$ cat src/rtl/csr_timer_pkg.sv
// Shared constants for the timer CSR block: CSR addresses, rdcnt request
// encodings and TCFG bit positions.
package csr_timer_pkg;

    localparam logic [13:0] CSR_TID   = 14'h040;
    localparam logic [13:0] CSR_TCFG  = 14'h041;
    localparam logic [13:0] CSR_TVAL  = 14'h042;
    localparam logic [13:0] CSR_TICLR = 14'h044;

    localparam logic [1:0] RDCNT_VL = 2'b00;
    localparam logic [1:0] RDCNT_VH = 2'b01;
    localparam logic [1:0] RDCNT_ID = 2'b10;

    localparam int unsigned TCFG_EN       = 0;
    localparam int unsigned TCFG_PERIODIC = 1;

endpackage

$ cat src/rtl/csr_timer_core.sv
// Timer registers: TCFG, the TVAL down-counter and the TI flag.
// A TCFG write reloads TVAL and suppresses that cycle's countdown; an
// expiry outranks a same-cycle TICLR clear.
module csr_timer_core
    import csr_timer_pkg::*;
#(
    parameter int unsigned TIMER_W = 32
) (
    input  logic               clk,
    input  logic               rst_n,
    input  logic               tcfg_we,
    input  logic [TIMER_W-1:0] tcfg_wdata,
    input  logic               ticlr_clr,
    output logic [TIMER_W-1:0] tcfg,
    output logic [TIMER_W-1:0] tval,
    output logic               ti
);

    logic               en;
    logic               periodic;
    logic [TIMER_W-1:0] reload;
    logic               expire;

    // Decode the live configuration and flag the terminal-count cycle.
    always_comb begin
        en       = tcfg[TCFG_EN];
        periodic = tcfg[TCFG_PERIODIC];
        reload   = {tcfg[TIMER_W-1:2], 2'b00};
        expire   = !tcfg_we && en && (tval == TIMER_W'(1));
    end

    // TCFG storage and TVAL countdown / reload.
    always_ff @(posedge clk or negedge rst_n) begin
        if (!rst_n) begin
            tcfg <= '0;
            tval <= '0;
        end else if (tcfg_we) begin
            tcfg <= tcfg_wdata;
            tval <= {tcfg_wdata[TIMER_W-1:2], 2'b00};
        end else if (en && (tval != '0)) begin
            if (tval == TIMER_W'(1)) begin
                tval <= periodic ? reload : '0;
            end else begin
                tval <= tval - TIMER_W'(1);
            end
        end
    end

    // Timer interrupt flag: set on expiry, cleared by TICLR.
    always_ff @(posedge clk or negedge rst_n) begin
        if (!rst_n) begin
            ti <= 1'b0;
        end else if (expire) begin
            ti <= 1'b1;
        end else if (ticlr_clr) begin
            ti <= 1'b0;
        end
    end

endmodule

$ cat src/rtl/csr_timer.sv
// Timer CSR block: TID register, CSR read mux, the rdcnt single-entry
// result buffer, and the timer core producing the TI interrupt level.
module csr_timer
    import csr_timer_pkg::*;
#(
    parameter int unsigned TIMER_W   = 32,
    parameter logic [31:0] TID_RESET = 32'h0
) (
    input  logic        clk,
    input  logic        rst_n,
    input  logic [63:0] stable_cnt,
    input  logic        csr_we,
    input  logic [13:0] csr_waddr,
    input  logic [31:0] csr_wdata,
    input  logic [13:0] csr_raddr,
    output logic [31:0] csr_rdata,
    input  logic        rdcnt_valid,
    input  logic [1:0]  rdcnt_op,
    output logic        rdcnt_ready,
    output logic        rdcnt_rvalid,
    output logic [31:0] rdcnt_rdata,
    input  logic        rdcnt_rready,
    output logic        timer_irq
);

    logic [31:0]        tid;
    logic [TIMER_W-1:0] tcfg;
    logic [TIMER_W-1:0] tval;
    logic               tid_we;
    logic               tcfg_we;
    logic               ticlr_clr;
    logic               rdcnt_accept;
    logic [31:0]        rdcnt_result;

    // Write decode; TVAL writes are deliberately dropped.
    always_comb begin
        tid_we    = csr_we && (csr_waddr == CSR_TID);
        tcfg_we   = csr_we && (csr_waddr == CSR_TCFG);
        ticlr_clr = csr_we && (csr_waddr == CSR_TICLR) && csr_wdata[0];
    end

    csr_timer_core #(
        .TIMER_W (TIMER_W)
    ) u_core (
        .clk        (clk),
        .rst_n      (rst_n),
        .tcfg_we    (tcfg_we),
        .tcfg_wdata (csr_wdata[TIMER_W-1:0]),
        .ticlr_clr  (ticlr_clr),
        .tcfg       (tcfg),
        .tval       (tval),
        .ti         (timer_irq)
    );

    // TID register.
    always_ff @(posedge clk or negedge rst_n) begin
        if (!rst_n) begin
            tid <= TID_RESET;
        end else if (tid_we) begin
            tid <= csr_wdata;
        end
    end

    // Combinational CSR read mux; narrow timer fields are zero-extended.
    always_comb begin
        csr_rdata = '0;
        case (csr_raddr)
            CSR_TID:  csr_rdata = tid;
            CSR_TCFG: csr_rdata[TIMER_W-1:0] = tcfg;
            CSR_TVAL: csr_rdata[TIMER_W-1:0] = tval;
            default:  csr_rdata = '0;
        endcase
    end

    // rdcnt handshake and result select from state sampled in the accept cycle.
    always_comb begin
        rdcnt_ready  = !rdcnt_rvalid || rdcnt_rready;
        rdcnt_accept = rdcnt_valid && rdcnt_ready;
        case (rdcnt_op)
            RDCNT_VL: rdcnt_result = stable_cnt[31:0];
            RDCNT_VH: rdcnt_result = stable_cnt[63:32];
            RDCNT_ID: rdcnt_result = tid;
            default:  rdcnt_result = '0;
        endcase
    end

    // Single-entry result buffer; contents hold until consumed.
    always_ff @(posedge clk or negedge rst_n) begin
        if (!rst_n) begin
            rdcnt_rvalid <= 1'b0;
            rdcnt_rdata  <= '0;
        end else if (rdcnt_accept) begin
            rdcnt_rvalid <= 1'b1;
            rdcnt_rdata  <= rdcnt_result;
        end else if (rdcnt_rready) begin
            rdcnt_rvalid <= 1'b0;
        end
    end

endmodule

$ cat config.mk
export PLATFORM = sky130hd
export DESIGN_NAME = csr_timer
export DESIGN_NICKNAME = d
export VERILOG_FILES = /design/src/rtl/csr_timer_pkg.sv /design/src/rtl/csr_timer_core.sv /design/src/rtl/csr_timer.sv
export SDC_FILE = /design/constraint.sdc
export NUM_CORES = 1
export LEC_CHECK = 0
export CORE_AREA = 3 3 137 152
export CTS_CLUSTER_DIAMETER = 80
export DETAILED_ROUTE_END_ITERATION = 16
export DIE_AREA = 0 0 140 155
export DONT_BUFFER_PORTS = 1
export HOLD_SLACK_MARGIN = 0.05
export PLACE_DENSITY = 0.65
export SLEW_MARGIN = 20
export SYNTH_ARGS = -nofsm -noshare
export SYNTH_HDL_FRONTEND = slang
export SYNTH_SLANG_ARGS = --single-unit
$ cat constraint.sdc
create_clock -name clk -period 3.4 [get_ports clk]
set_clock_uncertainty 0.15 [all_clocks]
set_input_delay 1.02 -clock clk [delete_from_list [all_inputs] [get_ports clk]]
set_output_delay 1.02 -clock clk [all_outputs]
set_load 0.02 [all_outputs]
* After elaboration in Yosys (flattened, before gate mapping)
Cells that the tools add are included.
Word-level totals: input bits 131, output and inout port bits 67, word-level logic and storage cells 42, register bits 130
Cells by class: reduce and logical (&&, ||, !) cells 16, eq/ne operators 9, muxes and demuxes 10, add/subtract/negate cells 1
Operators with widths (count):
- $pmux 32 s3 | 2
- $mux 32 | 4
- $eq 14x7->1 const B | 6
- $eq 32x1->1 const B | 1
- $reduce_bool 32->1 | 1
- $sub 32x1->32 const B | 1
- $logic_and 1x1->1 | 8
- $reduce_bool 2->1 | 3
- $mux 1 | 4
- $eq 2x1->1 const B | 1
- $eq 2x2->1 const B | 1
- $logic_not 1->1 | 2
- $logic_not 2->1 | 1
- $logic_or 1x1->1 | 1

* Longest topological paths before layout
Gate-level depths: netlist of the first run.
depth in word-level cells 6, mapped depth 9, gate-level depth less buffers 7

* Hierarchy
Synthesis of the first run repeated with hierarchy kept, for this count alone.
Second synthesis, totals: cell total of the unflattened synthesis 777, area, all modules 7911.3 um^2
By module, submodules not included:
- csr_timer | area an instance 4195.3 um^2, cells each 373, times used 1
- csr_timer_core | area an instance 3716.1 um^2, cells each 404, times used 1

* Worst setup path before layout of the first run
OpenSTA, ideal clock, no wires.
path kind input to output, from input csr_raddr[1], to output csr_rdata[0], arrival time 2267 ps, path buffers 2, stages 6, path slack -37 ps, cell sequence clkbuf_1 clkbuf_1 mux2i_1 nor2_1 a21oi_1 nor2_1
On the way: cells in the longest elaborated chain, start to end 2, elaborated cells between the ends (all ways) 4, those cells by class eq/ne: 3; mux: 1
RTL lines:
- from (decl) | RTL line csr_timer.sv:15 | input logic [13:0] csr_raddr,
- $eq 14x7->1 | RTL line csr_timer.sv:67 | case (csr_raddr)
- $pmux 32 s3 * | RTL line csr_timer.sv:67
- to (decl) | RTL line csr_timer.sv:16 | output logic [31:0] csr_rdata,
Every way passes the cells marked *; elsewhere a longest branch is shown, timed or not.

* Worst setup path in the final report of the first run
from input csr_raddr[4], to output csr_rdata[20]
The elaborated chain is that of the path after synthesis.

==> results.py, run 1 <==
metrics = {
    "place": {
        "gp_congestion": 0.942,
        "pre_cts_ws_ps": 106,
        "port_buffers": 0,
        "hpwl_mm": 18.3,
    },
    "drt": {
        "drc": 0,
        "drtIter0Drc": 622,
        "avgViaCountPerCell": 5.85,
        "vias": 6738,
        "wl_per_cell_um": 22.0,
        "first_pass_iters": 5,
        "routed_wl_mm": 25.3,
        "antenna_left": 0,
    },
    "worst_setup_path": {
        "slowest_stage": "nor4_1",
        "cp_common_cell": "buf_4",
        "arrival_ps": 2080,
        "cp_slowest_stage_delay_ps": 270,
        "critPathRequiredTime_ps": 2230,
        "cp_max_fo": 16,
        "cp-start-kind": "input pin",
        "r2r_start": "u_core.tval[10]$_DFFE_PN0P_",
        "cp-end-kind": "output port",
        "crit_type": "in -> out",
        "startpoint": "csr_raddr[4]",
        "cp_cell_sequence": "nor4_1, nand3_1, buf_4, nor2_1, buf_4",
    },
    "finish": {
        "layout_commonest_cell": "dfrtp_1",
        "final_cell_mix": "dfrtp_1 (130), nor2_1 (127), nand2_1 (122)",
        "final-seq-area_sq_um": 3250,
        "diodes": 0,
        "nets": 1027,
        "nFillCells": 1870,
        "syn_to_final_growth_pct": 16.3,
        "multi_input_area_sq_um": 4040,
        "drive_above_1_share_pct": 18.1,
    },
    "synth": {
        "synth-edff-count": 0,
        "synth_nets": 997,
        "ys_seq_area_share_pct": 43.0,
        "syn_area_sq_um": 7560,
        "syn_avg_cell_area_sq_um": 8.76,
        "synthCells": 863,
        "yosysWarningCount": 0,
        "synth_flop_cell": "dfrtp_1",
        "synth_cell_type_count": 66,
        "ys_async_sr_fraction_pct": 100,
        "synth-seq-cells": 130,
    },
    "run": {
        "cap_violations": 0,
    },
    "grt": {
        "track_usage_pct": 22.9,
        "grt_overflow_total": 0,
        "grt_max_degree": 131,
        "antenna_found_initial": 0,
        "grt_pass1_wl_mm": 39.5,
        "grt_pass1_vias": 6847,
    },
    "pwr": {
        "power_density_nw_per_um2": 468,
        "peakVddDrop_v": 0.000271,
        "leakage_nw": 4.19,
        "power_mw": 4.11,
    },
    "floorplanning": {
        "dieHeight_um": 155,
        "die_area_sq_um": 21700,
        "fp.dieW_um": 140,
        "coreArea_sq_um": 19200,
        "start_util_pct": 39.3,
        "ios": 198,
        "row_count": 53,
    },
    "sta": {
        "fin_crit_sh_pct": 95.5,
        "setup_violations": 0,
        "max_freq_ghz": 0.308,
        "rsz0062_at_grt": "false",
        "tightest_slew_ps": 721,
        "hold_violations": 0,
        "period_needed_ps": 3250,
        "drv_slew": 0,
        "relSlewSlack_pct": 51.9,
        "postLayoutSetupSlackWorst_ps": 153,
    },
    "clock_tree": {
        "cts_num_sinks": 130,
        "clockBufferDepth": 2,
        "numCtsBuffers": 17,
        "cts_tree": "built",
        "clkTransAtPathRegs_ps": 60,
        "clkLatencyLatePin_ps": 410,
        "cts_root_buf": "clkbuf_16",
        "cts_hold_buf": 0,
        "htreeDepth": 4,
    },
    "min_path": {
        "hp-class": "in -> async",
    },
    "run_status": {
        "outcome": "finished, final reports clean",
    },
}
[report_power, final]
| part | leakage, nW | total (mW) | switching (mW) | internal [mW] |
|---|---|---|---|---|
| Combinational | 2.12 | 0.590 | 0.341 | 0.249 |
| Clock | 0.287 | 1.81 | 0.682 | 1.12 |
| Sequential | 1.78 | 1.72 | 0.111 | 1.61 |
[worst max-delay path, delay by kind of cell]
kind	cells	cell delay (ps)
simple gates	3	630
buf+inv	2	410
[final timing paths]
| path | endpoint | slack [ps] | cells past startpoint |
|---|---|---|---|
| max | csr_rdata[20] | 150 | 5 |
| min | rdcnt_rdata[5]$_DFFE_PN0P_ | 150 | 0 |
| max reg2reg | u_core.tval[11]$_DFFE_PN0P_ | 370 | 7 |
| min reg2reg | u_core.tcfg[23]$_DFFE_PN0P_ | 370 | 2 |
| max in group asynchronous | u_core.tval[15]$_DFFE_PN0P_ | 2730 | 0 |
| min in group clk | u_core.tcfg[23]$_DFFE_PN0P_ | 370 | 2 |
[Yosys cell counts (all sizes together), types with 4 or more instances]
library cell / instances / area share (%)
buf: 19 / 1.4
a21oi: 72 / 4.8
nand3: 13 / 0.86
dfrtp: 130 / 43
nand2: 123 / 6.1
clkbuf: 47 / 2.4
o211ai: 6 / 0.60
nor4: 21 / 2.0
a31oi: 4 / 0.33
o2bb2ai: 8 / 0.93
nor3: 19 / 1.4
o21ai: 70 / 4.6
mux2i: 64 / 8.5
or3: 4 / 0.33
a211oi: 6 / 0.73
a21o: 9 / 0.89
and2: 9 / 0.75
nor2: 128 / 6.4
mux2: 32 / 4.8
a221oi: 11 / 1.9
nand4: 11 / 1.1
[layout make-up]
type | count | area share (%)
well taps | 247 | 3.52
flip-flops and latches | 130 | 37.0
repair buffers | 77 | 6.86
clock buffers | 20 | 5.31
inverters | 2 | 0.0854
multi-input cells | 665 | 46.0
clock inverters | 10 | 1.25
[metrics by stage]
step | std cells | cell area, sq um | TNS (ps) | utilization [%] | hold slack, ps
final | 1151 | 8790 | 0 | 45.7 | 154
after global routing | 1151 | 8790 | 0 | 45.7 | 136
after CTS | 1145 | 8740 | 0 | 45.4 | 143
after detailed placement | 1115 | 8160 | 0 | 42.4 | 353
after global placement | 1115 | 8160 | 0 | 42.4 | 358
after floorplan | 863 | 7560 | -666 | - | 311
[state kept, by name, summed over array words and instances, names as in the netlist]
signal / cells
rdcnt_rdata: 32
rdcnt_rvalid: 1
tid: 32
u_core.tcfg: 32
u_core.ti: 1
u_core.tval: 32
[routing by layer]
| metal | vias to the layer above | track usage, % | wire length (um) |
|---|---|---|---|
| li1 | 3137 | - | - |
| met1 | 3283 | 31.1 | 10900 |
| met2 | 288 | 37.5 | 12100 |
| met3 | 30 | 4.86 | 2030 |
| met4 | 0 | 6.09 | 381 |
| met5 | - | 0 | 0 |
[kinds of logic after synthesis]
group | synth area share, %
multiplexers | 13.2
AND/OR/NAND/NOR | 21.8
buffers and inverters | 3.89
adder cells (fa/ha/maj) | 0.497
XOR/XNOR | 0.348
flip-flops | 43.0
AO/OA/AOI/OAI | 17.2
[what timing repair did]
item / 4_1_cts / 5_1_grt
resized for setup: 0 / 1
endpoints found under the setup margin: 0 / 11
buffers inserted: 0 / 6
(Power assumes the default switching activity.)
==> run 2: changes to the inputs <==
ABC_AREA = 0   (was not set)
CORE_AREA = 3 3 140 156   (was 3 3 137 152)
DIE_AREA = 0 0 143 159   (was 0 0 140 155)
SYNTH_HIERARCHICAL = 1   (was not set)
==> run 2 against run 1 <==
  * Cell count is 7.0% lower
  * Largest cell class unchanged
  * Total power is 11% lower
  * Critical path type is now reg -> reg
  * Non-clock buffer count is 16 lower
  * Flip-flop and latch count stayed put
  * Cell area is 2.4% higher
  * Routed wire length is 6.8% lower
  * Fmax is 1.4% lower
  * Clock-buffer cell count is 1 higher
==> results.py, run 2 <==
metrics = {
    "clock_tree": {
        "numCtsBuffers": 17,
        "cts_root_buf": "clkbuf_16",
        "clockBufferDepth": 2,
        "cts_tree": "built",
        "clkTransAtPathRegs_ps": 60,
        "clkLatencyLatePin_ps": 420,
        "post_cts_buffers": 0,
        "post_cts_resized": 0,
        "cts_hold_buf": 0,
        "cts_num_sinks": 130,
        "htreeDepth": 4,
    },
    "worst_setup_path": {
        "cp_slowest_stage_delay_ps": 770,
        "arrival_ps": 3440,
        "cp-start-kind": "flip-flop",
        "cp_cell_sequence": "or3_1, or4_4, o31ai_4, nor4_1, a211oi_1, o2bb2ai_1",
        "cp-end-kind": "flip-flop",
        "critPathRequiredTime_ps": 3550,
        "cp_max_fo": 17,
        "crit_type": "reg -> reg",
        "slowest_stage": "o31ai_4",
    },
    "min_path": {
        "hp-class": "in -> async",
    },
    "pwr": {
        "power_density_nw_per_um2": 406,
        "switching_share_pct": 23.2,
        "leakage_nw": 3.89,
        "combPwrFrac_pct": 4.4,
        "peakVddDrop_v": 0.000308,
        "internal_power_mw": 2.81,
        "power_frac_seq_pct": 46.6,
        "power.switching_mw": 0.850,
        "power_frac_clock_pct": 49.0,
    },
    "finish": {
        "finalNonFillerCells": 1071,
        "final_cell_mix": "dfrtp_1 (130), nand2_1 (69), mux2i_1 (65)",
        "nFillCells": 1967,
        "drive_above_1_share_pct": 26.9,
        "layout_commonest_cell": "dfrtp_1",
        "nets": 937,
        "syn_to_final_growth_pct": 13.8,
        "diodes": 0,
    },
    "synth": {
        "synth_simple_gate_area_share_pct": 16.0,
        "syn_avg_cell_area_sq_um": 10.2,
        "syn_area_sq_um": 7910,
        "synthXorXnorAreaFrac_pct": 0,
        "ys_seq_area_share_pct": 41.1,
        "yosysMostFrequentCell": "dfrtp_1",
        "yosysWarningCount": 6,
        "synth_top_area_cell": "dfrtp_1",
        "ys_top_cells_by_count": "dfrtp_1 (130), nand2_1 (69), mux2i_1 (65)",
        "synth_nets": 911,
        "synth.top_cell.area_share_pct": 41.1,
        "synth_top_family_by_area": "multiplexers",
        "synth_flop_cell": "dfrtp_1",
        "muxShareOfSynthArea_pct": 20.9,
        "synthAdderAreaFrac_pct": 0.474,
        "synth_cell_type_count": 66,
        "ys_async_sr_fraction_pct": 100,
        "synthCells": 777,
        "synth-seq-cells": 130,
        "synth_compound_area_share_pct": 16.7,
        "synth-edff-count": 0,
        "synthTopCellsByArea": "dfrtp_1 (41%), mux2i_1 (8.2%), mux2_2 (7.0%)",
    },
    "place": {
        "hpwl_mm": 16.7,
        "gp_congestion": 0.915,
        "placed_cells": 1040,
        "port_buffers": 0,
    },
    "sta": {
        "setup_violations": 0,
        "drv_slew": 0,
        "tightest_slew_ps": 1180,
        "period_needed_ps": 3290,
        "hold_violations": 0,
        "rsz0062_at_grt": "false",
        "max_freq_ghz": 0.304,
        "tns_ps": 0,
        "relSlewSlack_pct": 20.9,
        "fin_crit_sh_pct": 96.8,
    },
    "drt": {
        "wl_per_cell_um": 22.0,
        "avgViaCountPerCell": 6.03,
        "first_pass_iters": 5,
        "routed_wl_mm": 23.6,
        "drc": 0,
        "antenna_left": 0,
        "drtIter0Drc": 603,
        "vias": 6458,
    },
    "grt": {
        "grt_pass1_vias": 6527,
        "grt_overflow_total": 0,
        "grt_max_degree": 131,
        "grt_pass1_wl_mm": 36.7,
        "track_usage_pct": 20.5,
        "antenna_found_initial": 0,
    },
    "floorplanning": {
        "start_util_pct": 38.7,
        "fp.dieW_um": 143,
        "ios": 198,
        "die_area_sq_um": 22700,
        "row_count": 55,
        "coreArea_sq_um": 20400,
        "dieHeight_um": 159,
    },
    "run": {
        "cap_violations": 0,
    },
    "run_status": {
        "outcome": "finished, final reports clean",
    },
}
-- run 2: cell count changes in the layout (fill, tap and decap cells not counted), moves of 17 or more --
cell       before  now
a21oi_1        72   46
nand2_1       122   69
buf_4          75   57
mux2_4          0   30
or2_2           1   34
mux2_2         32   49
o2bb2ai_1       8   35
nor2_1        127   27
-- run 2: final timing paths --
path	from	endpoint	slack (ps)	depth (start not counted)
worst max-delay path	u_core/tval[12]$_DFFE_PN0P_	u_core/tval[31]$_DFFE_PN0P_	110	6
worst min-delay path	rst_n	tid[0]$_DFFE_PN0P_	150	0
min in group clk	u_core/tcfg[13]$_DFFE_PN0P_	u_core/tcfg[13]$_DFFE_PN0P_	370	1
max in group asynchronous	rst_n	u_core/tcfg[9]$_DFFE_PN0P_	2710	0
worst min register to register	u_core/tcfg[13]$_DFFE_PN0P_	u_core/tcfg[13]$_DFFE_PN0P_	370	1
worst max register to register	u_core/tval[12]$_DFFE_PN0P_	u_core/tval[31]$_DFFE_PN0P_	110	6
-- run 2: metal layers --
layer	global-route usage, %	vias up	part of all wire (%)
met2	32.8	291	48
met4	5.92	0	1.5
li1	-	2947	-
met3	5.44	28	7.5
met1	27.2	3192	43
met5	0	-	0
-- run 2: cell type report --
class                           instances  area [sq um]  area share [%]
Clock buffer                           21           460            5.11
Clock inverter                         10           109            1.21
Inverter                               18          67.6           0.750
Multi-Input combinational cell        575          4290            47.6
Sequential cell                       130          3250            36.1
Tap cell                              256           320            3.56
Timing Repair Buffer                   61           508            5.64
-- run 2: cell families after synthesis --
family | count (synthesis)
AOI/OAI and AO/OA | 196
adders and majority gates | 3
buffers and inverters | 72
DFF | 130
muxes | 144
and+or+nand+nor | 232
-- run 2: stage by stage --
stage | hold slack, ps | power, mW | setup slack (ps) | utilization [%] | instance area [sq um]
global placement | 346 | 1.89 | 190 | 41.3 | 8440
detailed placement | 351 | 1.90 | 125 | 41.3 | 8440
global route | 127 | 3.79 | 54.2 | 44.1 | 9000
CTS | 135 | 3.70 | 168 | 44.1 | 9000
floorplan | 318 | 1.89 | 81.0 | - | 7910
finish | 148 | 3.66 | 108 | 44.1 | 9000
-- run 2: power groups by stage --
stage	clock (mW)	combinational [mW]	sequential [mW]
after floorplan	0	0.167	1.72
after global placement	0	0.159	1.73
after detailed placement	0	0.164	1.73
after CTS	1.83	0.164	1.71
after global routing	1.89	0.178	1.71
final	1.79	0.161	1.71
-- run 2: worst max-delay path: cells and delay by family (launching register included) --
| family | cells | cell delay [ps] |
|---|---|---|
| simple gates | 3 | 1380 |
| compound gates | 3 | 1170 |
| flops | 1 | 470 |
